<file path="src/rtl/segment_pkg.sv">
// Shared types and constants for the pipeline segment register.
package segment_pkg;

  typedef enum logic [1:0] {
    SEG_EMPTY = 2'd0,
    SEG_FULL  = 2'd1,
    SEG_SKID  = 2'd2
  } seg_state_t;

  localparam int CNT_W = 16;

  localparam int CTRL_REGWRITE = 0;
  localparam int CTRL_MEMTOREG = 1;
  localparam int CTRL_MEMWRITE = 2;
  localparam int CTRL_BRANCH   = 3;
  localparam int CTRL_ALUSRC   = 4;
  localparam int CTRL_FLAGWR   = 5;
  localparam int CTRL_ALUOP_LO = 6;
  localparam int CTRL_ALUOP_W  = 2;
  localparam int CTRL_IMMSRC   = 8;
  localparam int CTRL_REGSRC   = 10;

  function automatic logic [1:0] seg_fill(
    input seg_state_t s
  );
    unique case (s)
      SEG_FULL: return 2'd1;
      SEG_SKID: return 2'd2;
      default:  return 2'd0;
    endcase
  endfunction

  function automatic logic [CNT_W-1:0] sat_add(
    input logic [CNT_W-1:0] a,
    input logic [1:0]       b
  );
    logic [CNT_W:0] s;
    s = {1'b0, a} + {{(CNT_W-1){1'b0}}, b};
    return s[CNT_W] ? '1 : s[CNT_W-1:0];
  endfunction

endpackage

</file>
<file path="src/rtl/segment_entry_reg.sv">
// One pipeline entry: control bundle, destination and data lanes.
// Clear wins over load so emptied slots always read as bubbles.
module segment_entry_reg
  import segment_pkg::*;
#(
  parameter int DATA_W   = 32,
  parameter int NUM_DATA = 3,
  parameter int CTRL_W   = 12,
  parameter int ADDR_W   = 4
) (
  input  logic                       clk,
  input  logic                       rst,
  input  logic                       load,
  input  logic                       clear,
  input  logic [CTRL_W-1:0]          d_ctrl,
  input  logic [ADDR_W-1:0]          d_wa3,
  input  logic [NUM_DATA*DATA_W-1:0] d_data,
  output logic [CTRL_W-1:0]          q_ctrl,
  output logic [ADDR_W-1:0]          q_wa3,
  output logic [NUM_DATA*DATA_W-1:0] q_data
);

  always_ff @(posedge clk) begin
    if (rst || clear) begin
      q_ctrl <= '0;
      q_wa3  <= '0;
      q_data <= '0;
    end else if (load) begin
      q_ctrl <= d_ctrl;
      q_wa3  <= d_wa3;
      q_data <= d_data;
    end
  end

endmodule

</file>
<file path="src/rtl/segment_pipe_reg.sv">
// Valid/ready pipeline segment with 2-entry skid and flush-to-bubble.
// Define SEGMENT_PERF_CNT_EN to build the stall/flush counters.
module segment_pipe_reg
  import segment_pkg::*;
#(
  parameter int DATA_W   = 32,
  parameter int NUM_DATA = 3,
  parameter int CTRL_W   = 12,
  parameter int ADDR_W   = 4
) (
  input  logic                       clk,
  input  logic                       rst,
  input  logic                       flush,
  input  logic                       in_valid,
  output logic                       in_ready,
  input  logic [CTRL_W-1:0]          in_ctrl,
  input  logic [ADDR_W-1:0]          in_wa3,
  input  logic [NUM_DATA*DATA_W-1:0] in_data,
  output logic                       out_valid,
  input  logic                       out_ready,
  output logic [CTRL_W-1:0]          out_ctrl,
  output logic [ADDR_W-1:0]          out_wa3,
  output logic [NUM_DATA*DATA_W-1:0] out_data,
  output logic [CNT_W-1:0]           stall_cnt,
  output logic [CNT_W-1:0]           flush_cnt
);

  localparam int DW = NUM_DATA * DATA_W;

  seg_state_t state, nxt;

  logic accept;
  logic take;
  logic main_ld;
  logic main_clr;
  logic main_from_skid;
  logic skid_ld;
  logic skid_clr;

  logic [CTRL_W-1:0] skid_ctrl;
  logic [ADDR_W-1:0] skid_wa3;
  logic [DW-1:0]     skid_data;

  logic [CTRL_W-1:0] main_d_ctrl;
  logic [ADDR_W-1:0] main_d_wa3;
  logic [DW-1:0]     main_d_data;

  assign in_ready  = (state != SEG_SKID);
  assign out_valid = (state != SEG_EMPTY);
  assign accept    = in_valid & in_ready & ~flush;
  assign take      = out_valid & out_ready;

  always_ff @(posedge clk) begin
    if (rst) state <= SEG_EMPTY;
    else     state <= nxt;
  end

  always_comb begin
    nxt            = state;
    main_ld        = 1'b0;
    main_clr       = 1'b0;
    main_from_skid = 1'b0;
    skid_ld        = 1'b0;
    skid_clr       = 1'b0;
    if (flush) begin
      nxt      = SEG_EMPTY;
      main_clr = 1'b1;
      skid_clr = 1'b1;
    end else begin
      unique case (state)
        SEG_EMPTY: begin
          if (accept) begin
            nxt     = SEG_FULL;
            main_ld = 1'b1;
          end
        end
        SEG_FULL: begin
          if (accept && take) begin
            main_ld = 1'b1;
          end else if (accept) begin
            nxt     = SEG_SKID;
            skid_ld = 1'b1;
          end else if (take) begin
            nxt      = SEG_EMPTY;
            main_clr = 1'b1;
          end
        end
        SEG_SKID: begin
          if (take) begin
            nxt            = SEG_FULL;
            main_ld        = 1'b1;
            main_from_skid = 1'b1;
            skid_clr       = 1'b1;
          end
        end
        default: begin
          nxt      = SEG_EMPTY;
          main_clr = 1'b1;
          skid_clr = 1'b1;
        end
      endcase
    end
  end

  assign main_d_ctrl = main_from_skid ? skid_ctrl : in_ctrl;
  assign main_d_wa3  = main_from_skid ? skid_wa3  : in_wa3;
  assign main_d_data = main_from_skid ? skid_data : in_data;

  segment_entry_reg #(
    .DATA_W   (DATA_W),
    .NUM_DATA (NUM_DATA),
    .CTRL_W   (CTRL_W),
    .ADDR_W   (ADDR_W)
  ) u_main (
    .clk    (clk),
    .rst    (rst),
    .load   (main_ld),
    .clear  (main_clr),
    .d_ctrl (main_d_ctrl),
    .d_wa3  (main_d_wa3),
    .d_data (main_d_data),
    .q_ctrl (out_ctrl),
    .q_wa3  (out_wa3),
    .q_data (out_data)
  );

  segment_entry_reg #(
    .DATA_W   (DATA_W),
    .NUM_DATA (NUM_DATA),
    .CTRL_W   (CTRL_W),
    .ADDR_W   (ADDR_W)
  ) u_skid (
    .clk    (clk),
    .rst    (rst),
    .load   (skid_ld),
    .clear  (skid_clr),
    .d_ctrl (in_ctrl),
    .d_wa3  (in_wa3),
    .d_data (in_data),
    .q_ctrl (skid_ctrl),
    .q_wa3  (skid_wa3),
    .q_data (skid_data)
  );

`ifdef SEGMENT_PERF_CNT_EN
  logic [CNT_W-1:0] stall_q;
  logic [CNT_W-1:0] flush_q;

  always_ff @(posedge clk) begin
    if (rst) begin
      stall_q <= '0;
      flush_q <= '0;
    end else begin
      if (out_valid && !out_ready && !flush)
        stall_q <= sat_add(stall_q, 2'd1);
      if (flush)
        flush_q <= sat_add(flush_q, seg_fill(state));
    end
  end

  assign stall_cnt = stall_q;
  assign flush_cnt = flush_q;
`else
  assign stall_cnt = '0;
  assign flush_cnt = '0;
`endif

endmodule

</file>
<file path="config.mk">
export PLATFORM = sky130hd
export DESIGN_NAME = segment_pipe_reg
export DESIGN_NICKNAME = d
export VERILOG_FILES = /design/src/rtl/segment_pkg.sv /design/src/rtl/segment_entry_reg.sv /design/src/rtl/segment_pipe_reg.sv
export SDC_FILE = /design/constraint.sdc
export NUM_CORES = 1
export LEC_CHECK = 0
export CAP_MARGIN = 20
export CORE_MARGIN = 3
export CORE_UTILIZATION = 54
export CTS_BUF_LIST = sky130_fd_sc_hd__clkbuf_4 sky130_fd_sc_hd__clkbuf_8
export CTS_CLUSTER_SIZE = 24
export DETAILED_ROUTE_END_ITERATION = 12
export PLACE_DENSITY = 0.95
export SYNTH_ARGS = -nofsm -noshare
export SYNTH_HDL_FRONTEND = slang
export SYNTH_SLANG_ARGS = --single-unit
</file>
<file path="constraint.sdc">
create_clock -name clk -period 3.3 [get_ports clk]
set_input_delay 0.66 -clock clk [delete_from_list [all_inputs] [get_ports clk]]
set_output_delay 0.66 -clock clk [all_outputs]
set_load 0.01 [all_outputs]
</file>
==> summary.md, run 1 <==
| Metric | Value |
|---|---|
| Status | `complete, no violations` |
| Synth area leaders | `dfxtp_1 (47%), mux2i_1 (12%), a211oi_2 (10%), nand2_1 (8.9%), a21oi_1 (5.9%)` |
| Comb pwr share | `12.5%` |
| I/O pin cnt | `263` |
| CTS root buf | `clkbuf_8` |
| Worst-path fanout max | `8` |
| FILL cells | `1,201` |
| Clk Latency, worst-skew pair | `0.50 ns` |
| Seq/Total Area, Yosys | `46.9%` |
| Rel. slew slack | `59.4%` |
| Number of buffers created by CTS | `36` |
| Final Max Slew Viols | `0` |
| Die area | `19,500 sq um` |
| Pint | `4450 uW` |
| Cell taking the most area after synthesis | `dfxtp_1` |
| Top-count cell post-synth | `nand2_1` |
| Core area | `17,400 sq um` |
| Final Hold Fails | `0` |
| Via count | `8,280` |
| Setup-failing EPs final | `0` |
| Worst Tran Pin Value | `0.610 ns` |
| Sw power | `1460 uW` |
| Clk_skew | `0.0174 ns` |
| Critical path capture point type | `output port` |
| Die height | `140 um` |
| Placed insts | `1,426` |
| Sum Neg Setup Slack | `0 ns` |
| Tightest Hold Check Type | `reg -> reg` |
| Async set-reset flop share out of synthesis | `0%` |
| Area Overhead vs Synth | `30.4%` |
| DR iter-0 viols | `472` |
| Switch share | `24.7%` |
| Power Density | `470 nW/um^2` |
| Largest net degree at the start of global routing | `113` |
| All-Layer GR Usage | `25.1%` |
| Maximum vdd drop | `0.000342 V` |
| Post-cts sizing count | `0` |
| CTS max path bufs | `3` |
| Mapped Cells | `1,042` |
| Final hold slack | `0.454 ns` |
| Cell variety after synth | `26` |
| Filler-free cell count of the finished design | `1,484` |
| Crit path cell chain | `or2_2 -> clkdlybuf4s50_1` |
| Post-CTS setup buffer count | `0` |
| Htree depth | `2` |
| Synth Cell Area | `9650 sq um` |
| Post-synth top area share | `46.9%` |
| Buffers on Ports | `230` |
| Detailed Routing Iterations Pass 1 | `5` |
| Synth cell count leaders | `nand2_1 (228), dfxtp_1 (226), a21oi_1 (114), nor2_1 (113), mux2i_1 (112)` |
| Clk sinks | `226` |
| Ys flop type | `dfxtp_1` |
| Worst path max stage delay | `0.49 ns` |
| First-pass GRT wire length | `41.5 mm` |
| # diodes | `0` |
| Static leakage | `0.00414 uW` |
| Final #Nets | `1,356` |
| CP max stage cell | `clkdlybuf4s50_1` |
| Reg area | `4520 sq um` |
| CTS tree | `yes` |
| Vias per cell | `5.58` |
| RSZ-0062 raised after global routing | `no` |
| Cell Rows | `48` |
| Fin crit period | `2.36 ns` |
| Sequential Power Share | `48.3%` |
| Initial Util | `55.4%` |
| Fin crit share | `71.6%` |
| Area of the multi-input gates | `4500 sq um` |
| EDFF count, synth | `0` |
| Antenna-violating nets left | `0` |
| WL per Instance | `17.3 um` |
| Clock transition at path regs | `0.06 ns` |
| Final GP Congestion | `0.770` |
| Synth Register Bits | `226` |
| Residual overflow from global routing | `0` |
| Initial antenna violation count | `0` |
| Hold_buf cts | `0` |
| CP required | `2.64 ns` |
| Syn avg cell area | `9.26 sq um` |
| Die X | `140 um` |
| Clk pwr share | `39.2%` |
| Final wirelength | `25.7 mm` |
| MaxCap Viol Count | `0` |
| Setup WS post-layout | `0.937 ns` |
| Fmax | `0.423 GHz` |
| Warnings from Yosys | `0` |
| Worst Path Arrival | `1.70 ns` |
| Crit Path Category | `reg -> out` |
| Startpoint types | `flop` |
| Share of post-route cells with drive strength above 1 | `12.9%` |
| Vias in the first global route | `8,463` |
| Residual DRC count | `0` |
| HPWL after DPL | `16.2 mm` |
| Place WS | `0.553 ns` |
==> power groups by stage <==
| stage | Sequential (uW) | Combinational [uW] | Clock, uW |
|---|---|---|---|
| after detailed placement | 2910 | 733 | 0 |
| after floorplan | 2930 | 340 | 0 |
| final | 2850 | 739 | 2320 |
| after CTS | 2850 | 738 | 2360 |
| after global placement | 2910 | 712 | 0 |
| after global routing | 2860 | 789 | 2490 |
==> cell usage in the layout (no fill, tap or decap), types with 12 or more instances in the layout <==
| cell | netlist | routed |
|---|---|---|
| conb_1 | 1 | 32 |
| a211oi_2 | 80 | 80 |
| a21oi_1 | 114 | 114 |
| mux2i_1 | 112 | 112 |
| clkdlybuf4s50_1 | 0 | 230 |
| a211oi_1 | 32 | 32 |
| buf_12 | 9 | 12 |
| clkbuf_4 | 0 | 12 |
| dfxtp_1 | 226 | 226 |
| clkbuf_8 | 0 | 42 |
| nand2_1 | 228 | 226 |
| nor2_1 | 113 | 113 |
==> metrics by stage <==
step	instance area [sq um]	power, uW	utilization, %
after CTS	12600	5950	72.2
after detailed placement	11900	3650	68.2
after global placement	11900	3620	68.2
after global routing	12600	6140	72.2
final	12600	5910	72.2
after floorplan	9760	3270	-
==> routing by layer <==
metal  track usage, %  routed length [um]
met5                0                   0
met4             8.36                 624
met1             30.9               10300
met2             43.3               12800
met3             6.01                1950
==> path summary, 6_finish.rpt <==
path,slack (ns),from,to,cells after the start
max,0.94,state[1],out_valid,2
min,0.45,u_skid.q_data[16],u_skid.q_data[16],2
max reg2reg,1.26,state[1],u_main.q_data[51],5
min reg2reg,0.45,u_skid.q_data[16],u_skid.q_data[16],2
==> registers in the layout, summed over array words and instances (netlist names) <==
register       count
u_skid.q_ctrl     12
u_skid.q_wa3       4
u_main.q_data     96
u_main.q_wa3       4
u_main.q_ctrl     12
state              2
u_skid.q_data     96
==> layout make-up <==
cell class                 instances  share of cell area, %
inverter                           1                 0.0299
tap                              225                   2.24
multi-input combinational        728                   35.8
clock buffer                      54                   5.31
sequential                       226                   36.0
clock inverter                     4                  0.189
timing repair buffer             246                   20.5
==> critical path, delay by kind of cell (launching register included) <==
kind          cells  cell delay (ns)
buf+inv           1             0.49
flops             1             0.38
simple gates      1             0.33
==> cells by family after synthesis <==
| logic type | count (synthesis) | share of synthesized area (%) |
|---|---|---|
| simple gates | 353 | 14.2 |
| compound gates | 231 | 19.1 |
| flops | 226 | 46.9 |
| buf+inv | 119 | 8.13 |
| mux | 112 | 11.6 |
| other cells | 1 | 0.0389 |
(Power assumes the default switching activity.)
==> run 2: changes to the inputs <==
--- a/config.mk
+++ b/config.mk
@@ -7,11 +7,11 @@
 export LEC_CHECK = 0
 export CAP_MARGIN = 20
 export CORE_MARGIN = 3
-export CORE_UTILIZATION = 54
+export CORE_UTILIZATION = 45
 export CTS_BUF_LIST = sky130_fd_sc_hd__clkbuf_4 sky130_fd_sc_hd__clkbuf_8
 export CTS_CLUSTER_SIZE = 24
 export DETAILED_ROUTE_END_ITERATION = 12
-export PLACE_DENSITY = 0.95
+export PLACE_DENSITY = 0.86
 export SYNTH_ARGS = -nofsm -noshare
 export SYNTH_HDL_FRONTEND = slang
 export SYNTH_SLANG_ARGS = --single-unit
==> constraint.sdc (replaced) <==
create_clock -name clk -period 1.95 [get_ports clk]
set_input_delay 0.39 -clock clk [delete_from_list [all_inputs] [get_ports clk]]
set_output_delay 0.39 -clock clk [all_outputs]
set_load 0.01 [all_outputs]
==> run 2 against run 1 <==
Wire length increased by 2.8%. Count of clock-buffer cells in the layout increased by 12. Via count increased by 2.0%. Core utilization decreased by 6.6 points. Die area increased by 19%. Sequential share of layout area decreased by 2.5 points. Register-to-register slack got worse by 1.0 ns. Setup slack got worse by 0.87 ns. Flip-flop and latch count unchanged. Combinational power increased by 88%. Global-route usage decreased by 3.5 points. Clock power increased by 91%.
==> summary.md, run 2 (synthesis gave the netlist of run 1 again) <==
| Metric | Value |
|---|---|
| Fin crit period | `1.88 ns` |
| RSZ-0062 raised after global routing | `no` |
| Largest net degree at the start of global routing | `57 (-50%)` |
| Via count | `8,444 (+2.0%)` |
| Final wirelength | `26.4 mm (+2.8%)` |
| Tightest Hold Check Type | `reg -> reg` |
| First-pass GRT wire length | `42.4 mm (+2.2%)` |
| Residual overflow from global routing | `0 (unchanged)` |
| Filler-free cell count of the finished design | `1,603 (+8.0%)` |
| Fin crit share | `96.6%` |
| Worst path max stage delay | `0.37 ns (-0.12 ns)` |
| Sequential Power Share | `45.4% (-2.9 points)` |
| Vias per cell | `5.27 (-5.6%)` |
| CP max stage cell | `dfxtp_2` |
| HPWL after DPL | `18.3 mm (+13%)` |
| Biggest regs | `u_main.q_data x96, u_skid.q_data x96` |
| Critical path capture point type | `output port` |
| Area of the multi-input gates | `4500 sq um (unchanged)` |
| Initial antenna violation count | `0 (unchanged)` |
| All-Layer GR Usage | `21.6% (-3.5 points)` |
| Placed insts | `1,536 (+7.7%)` |
| Final Max Slew Viols | `0 (unchanged)` |
| I/O pin cnt | `263 (unchanged)` |
| Setup-failing EPs final | `0 (unchanged)` |
| Final Hold Fails | `0 (unchanged)` |
| Most frequent cells in the layout | `clkdlybuf4s50_1 (228), nand2_1 (226), dfxtp_1 (224)` |
| Leading cell type in the layout, fill and taps excluded | `clkdlybuf4s50_1` |
| Power Density | `787 nW/um^2 (+67%)` |
| Share of post-route cells with drive strength above 1 | `17.9% (+5.0 points)` |
| Sum Neg Setup Slack | `0 ns (unchanged)` |
| Final #Nets | `1,423 (+4.9%)` |
| Comb pwr share | `13.1% (+0.6 points)` |
| Crit Path Category | `reg -> out` |
| Clock transition at path regs | `0.06 ns (about the same)` |
| Residual DRC count | `0 (unchanged)` |
| Maximum vdd drop | `0.000525 V (+54%)` |
| Detailed Routing Iterations Pass 1 | `5 (unchanged)` |
| Status | `complete, no violations` |
| Switch share | `24.1% (-0.62 points)` |
| Vias in the first global route | `8,419 (-0.52%)` |
| Hold_buf cts | `0 (unchanged)` |
| DR iter-0 viols | `350 (-26%)` |
| Clk sinks | `226 (unchanged)` |
| Die height | `152 um (+9.1%)` |
| CTS root buf | `clkbuf_8` |
| Number of buffers created by CTS | `38 (+5.6%)` |
| CTS tree | `yes` |
| Reg area | `4530 sq um (about the same)` |
| CP required | `1.56 ns (-1.08 ns)` |
| Startpoint types | `flop` |
| Htree depth | `2 (unchanged)` |
| WL per Instance | `16.4 um (-4.9%)` |
| Die area | `23,200 sq um (+19%)` |
| Sw power | `2560 uW (+75%)` |
| Worst Path Arrival | `1.49 ns (-0.21 ns)` |
| # diodes | `0 (unchanged)` |
| Core area | `20,600 sq um (+18%)` |
| Cell Rows | `52 (+8.3%)` |
| MaxCap Viol Count | `0 (unchanged)` |
| Buffers on Ports | `230 (unchanged)` |
| Clk Latency, worst-skew pair | `0.51 ns (about the same)` |
| Fmax | `0.531 GHz` |
| Area Overhead vs Synth | `40.2%` |
| Crit path cell chain | `or2_2 -> dlygate4sd2_1` |
| Worst-path fanout max | `8 (unchanged)` |
| DP Area | `12,700 sq um (+6.9%)` |
| Final GP Congestion | `0.805 (+4.6%)` |
| Die X | `152 um (+9.1%)` |
| Antenna-violating nets left | `0 (unchanged)` |
| Pint | `8080 uW (+81%)` |
| Static leakage | `0.00463 uW (+12%)` |
| Core Util, Final | `65.6% (-6.6 points)` |
| Clk pwr share | `41.5% (+2.3 points)` |
| Finished layout cell area | `13,500 sq um (+7.5%)` |
| FILL cells | `1,541 (+28%)` |
| Initial Util | `46.8% (-8.6 points)` |
| CTS max path bufs | `3 (unchanged)` |
| Clk_skew | `0.0137 ns (-0.00367 ns)` |
| R2r setup slk | `0.23 ns (-1.03 ns)` |
==> run 2: what timing repair did <==
action,CTS,global route
endpoints found under the hold margin,0,0
setup endpoints to repair,2,0
gates resized for setup,4,0
setup buffers,0,0
==> run 2: path summary, 6_finish.rpt <==
path,start,to,depth (start not counted)
worst max-delay path,state[1],out_valid,2
worst min-delay path,u_skid.q_data[11],u_skid.q_data[11],2
worst max register to register,state[0],u_main.q_ctrl[1],6
worst min register to register,u_skid.q_data[11],u_skid.q_data[11],2
==> run 2: area by class of cell <==
type,count,area share [%]
Multi-Input combinational cell,728,33.3
Sequential cell,226,33.5
Clock inverter,1,0.0370
Timing Repair Buffer,311,24.7
Clock buffer,66,6.02
Tap cell,270,2.50
Inverter,1,0.0278
==> run 2: stage by stage <==
| stage | total power [uW] | hold slack, ns | setup slack, ns |
|---|---|---|---|
| floorplan | 5540 | 0.436 | 0.387 |
| global placement | 6280 | 0.440 | -0.175 |
| detailed placement | 6310 | 0.446 | -0.232 |
| CTS | 10700 | 0.417 | 0.0424 |
| global route | 11100 | 0.449 | 0.0116 |
| finish | 10600 | 0.452 | 0.0663 |
==> run 2: per-layer routing <==
layer / wire length, um / GRT usage (%)
met3: 1890 / 4.86
met5: 0 / 0
met1: 10600 / 26.5
met2: 13100 / 37.2
met4: 779 / 7.96
==> run 2: power groups by stage <==
stage / logic, uW / registers [uW] / clock network (uW)
CTS: 1400 / 4830 / 4520
global route: 1490 / 4840 / 4730
floorplan: 576 / 4970 / 0
global placement: 1360 / 4920 / 0
detailed placement: 1390 / 4920 / 0
finish: 1390 / 4830 / 4420
==> run 2: worst max-delay path, delay by kind of cell, from the launching register on <==
kind          cells  cell delay [ns]
flops             1             0.37
simple gates      1             0.32
buf+inv           1             0.30
==> run 3: changes to the inputs <==
--- a/config.mk
+++ b/config.mk
@@ -7,11 +7,11 @@
 export LEC_CHECK = 0
 export CAP_MARGIN = 20
 export CORE_MARGIN = 3
-export CORE_UTILIZATION = 45
+export CORE_UTILIZATION = 35
 export CTS_BUF_LIST = sky130_fd_sc_hd__clkbuf_4 sky130_fd_sc_hd__clkbuf_8
 export CTS_CLUSTER_SIZE = 24
 export DETAILED_ROUTE_END_ITERATION = 12
-export PLACE_DENSITY = 0.86
+export PLACE_DENSITY = 0.72
 export SYNTH_ARGS = -nofsm -noshare
 export SYNTH_HDL_FRONTEND = slang
 export SYNTH_SLANG_ARGS = --single-unit
==> run 3 against run 2 <==
Final cell count increased by 3.1%. Count of clock-buffer cells in the layout shrank 5. Core utilization down 16 points. Hold slack worse by 0.0073 ns. Final area shrank 1.4%. First-iteration DRC count increased by 47%.
==> summary.md, run 3 (synthesis gave the netlist of run 1 again) <==
| Metric | Value |
|---|---|
| Detailed Routing Iterations Pass 1 | `5 (unchanged)` |
| Hold Crit Start | `in_data[19]` |
| Fin crit share | `96.3% (-0.33 points)` |
| Post-CTS setup buffer count | `0 (unchanged)` |
| MaxCap Viol Count | `0 (unchanged)` |
| Clock transition at path regs | `0.06 ns (about the same)` |
| Clk Latency, worst-skew pair | `0.51 ns (about the same)` |
| Setup-failing EPs final | `0 (unchanged)` |
| WL per Instance | `16.0 um (-3.0%)` |
| Finished layout cell area | `13,300 sq um (-1.4%)` |
| Share of post-route cells with drive strength above 1 | `16.6% (-1.4 points)` |
| Vias per cell | `4.93 (-6.5%)` |
| Hold path depth | `3 (+1)` |
| Critical path capture point type | `output port` |
| Status | `complete, no violations` |
| Final Max Slew Viols | `0 (unchanged)` |
| Clk pwr share | `41.7% (+0.2 points)` |
| Reg2reg path depth | `6 (unchanged)` |
| DR iter-0 viols | `516 (+47%)` |
| All-Layer GR Usage | `17.4% (-4.2 points)` |
| DP Area | `12,500 sq um (-1.5%)` |
| Final #Nets | `1,400 (-1.6%)` |
| Worst r2r src | `state[0]` |
| Startpoint types | `flop` |
| Clk sinks | `226 (unchanged)` |
| R2r setup slk | `0.27 ns (+0.04 ns)` |
| Fin crit period | `1.88 ns (-0.00647 ns)` |
| Via count | `8,137 (-3.6%)` |
| Worst Path Arrival | `1.49 ns (about the same)` |
| RSZ-0062 raised after global routing | `no` |
| Antenna-violating nets left | `0 (unchanged)` |
| Comb pwr share | `12.5% (-0.6 points)` |
| Leading cell type in the layout, fill and taps excluded | `clkdlybuf4s50_1` |
| Die X | `172 um (+13%)` |
| Initial antenna violation count | `0 (unchanged)` |
| Final Hold Fails | `0 (unchanged)` |
| Htree depth | `2 (unchanged)` |
| Top Usage Layer GRT | `met2` |
| First-pass GRT wire length | `42.0 mm (-1.1%)` |
| Final GP Congestion | `0.755 (-6.2%)` |
| Number of buffers created by CTS | `39 (+2.6%)` |
| Sw power | `2600 uW (+1.5%)` |
| Largest net degree at the start of global routing | `55 (-3.5%)` |
| Power Density | `791 nW/um^2 (+0.57%)` |
| Switch share | `24.7% (+0.59 points)` |
| CTS max path bufs | `3 (unchanged)` |
| Buffers on Ports | `230 (unchanged)` |
| CP required | `1.56 ns (about the same)` |
| Global Route met2 Usage | `29.7% (-7.5 points)` |
| Tightest Hold Check Type | `in -> reg` |
| Final hold slack | `0.445 ns (-0.00732 ns)` |
| CTS tree | `yes` |
| Die area | `29,600 sq um (+27%)` |
| Cell Rows | `60 (+15%)` |
| # diodes | `0 (unchanged)` |
| Vias in the first global route | `8,111 (-3.7%)` |
| Maximum vdd drop | `0.000454 V (-14%)` |
| Clk_skew | `0.0136 ns (-0.000186 ns)` |
| HPWL after DPL | `18.1 mm (-1.2%)` |
| Most frequent cells in the layout | `clkdlybuf4s50_1 (228), nand2_1 (226), dfxtp_1 (224)` |
| Sequential Power Share | `45.8% (+0.4 points)` |
| Fmax | `0.533 GHz (+0.34%)` |
| CTS root buf | `clkbuf_8` |
| GR met1 Demand/Resource | `22.3% (-4.1 points)` |
| Final wirelength | `26.4 mm (about the same)` |
| I/O pin cnt | `263 (unchanged)` |
| Crit Path Category | `reg -> out` |
| Die height | `172 um (+13%)` |
| R2r endpoint | `u_main.q_data[4]` |
| Residual DRC count | `0 (unchanged)` |
| Residual overflow from global routing | `0 (unchanged)` |
| Core area | `27,000 sq um (+31%)` |
| Initial Util | `35.7% (-11 points)` |
| Hold Path Sink | `u_skid.q_data[19]` |
| Met3 usage | `4.28% (-0.58 points)` |
| Pint | `7940 uW (-1.6%)` |
| Worst-path fanout max | `8 (unchanged)` |
| Static leakage | `0.00447 uW (-3.3%)` |
| Placed insts | `1,583 (+3.1%)` |
| Biggest regs | `u_main.q_data x96, u_skid.q_data x96` |
| Filler-free cell count of the finished design | `1,652 (+3.1%)` |
| Area Overhead vs Synth | `38.2%` |
## run 3: cell types whose count changed in the layout (fill, tap and decap cells not counted)
cell,delta
clkbuf_4,-5
buf_12,-8
clkinv_2,+7
buf_4,-16
## run 3: worst max-delay path by stage
| stage | end | slack, ns | cells after the start | from |
|---|---|---|---|---|
| after floorplan | u_main.q_data[10] | 0.39 | 7 | state[1] |
| after global placement | u_skid.q_data[38] | -0.32 | 8 | out_ready |
| after detailed placement | u_skid.q_data[17] | -0.37 | 8 | out_ready |
| after CTS | out_valid | 0.03 | 2 | state[1] |
| after global routing | out_valid | 0.01 | 2 | state[1] |
| final | out_valid | 0.07 | 2 | state[1] |
## run 3: worst max-delay path: stages, from the launching register on
cell,delay (ns)
dfxtp_2,0.37
or2_2,0.32
dlygate4sd2_1,0.29
## run 3: area by class of cell
cell class	instances	area (sq um)
fillers	2443	13700
clock inverters	8	40.0
inverters	1	3.75
well taps	341	427
multi-input cells	728	4500
flip-flops and latches	226	4530
repair buffers	287	3050
clock buffers	61	777
## run 3: routing by layer
| layer | vias to the layer above | wire length, um | part of all wire (%) |
|---|---|---|---|
| met1 | 3855 | 11600 | 44 |
| met3 | 34 | 1730 | 6.6 |
| met5 | - | 0 | 0 |
| li1 | 3984 | - | - |
| met4 | 0 | 374 | 1.4 |
| met2 | 264 | 12700 | 48 |
## run 3: power groups by stage
| stage | clock (uW) | combinational, uW | sequential (uW) |
|---|---|---|---|
| finish | 4400 | 1310 | 4830 |
| global placement | 0 | 1300 | 4930 |
| detailed placement | 0 | 1320 | 4930 |
| CTS | 4550 | 1320 | 4830 |
| floorplan | 0 | 576 | 4970 |
| global route | 4730 | 1420 | 4840 |
## run 3: per-stage QoR
stage	setup WS (ns)	total power (uW)	util, %	TNS [ns]
6_report	0.0727	10500	49.3	0
5_1_grt	0.0127	11000	49.3	0
4_1_cts	0.0347	10700	49.3	0
3_5_place_dp	-0.372	6250	46.3	-51.74
3_3_place_gp	-0.322	6230	46.3	-46.98
2_1_floorplan	0.387	5540	-	0
## run 3: timing repair
action                     4_1_cts  5_1_grt
gates resized for setup          4        0
setup endpoints to repair        2        0
hold buffers                     0        0
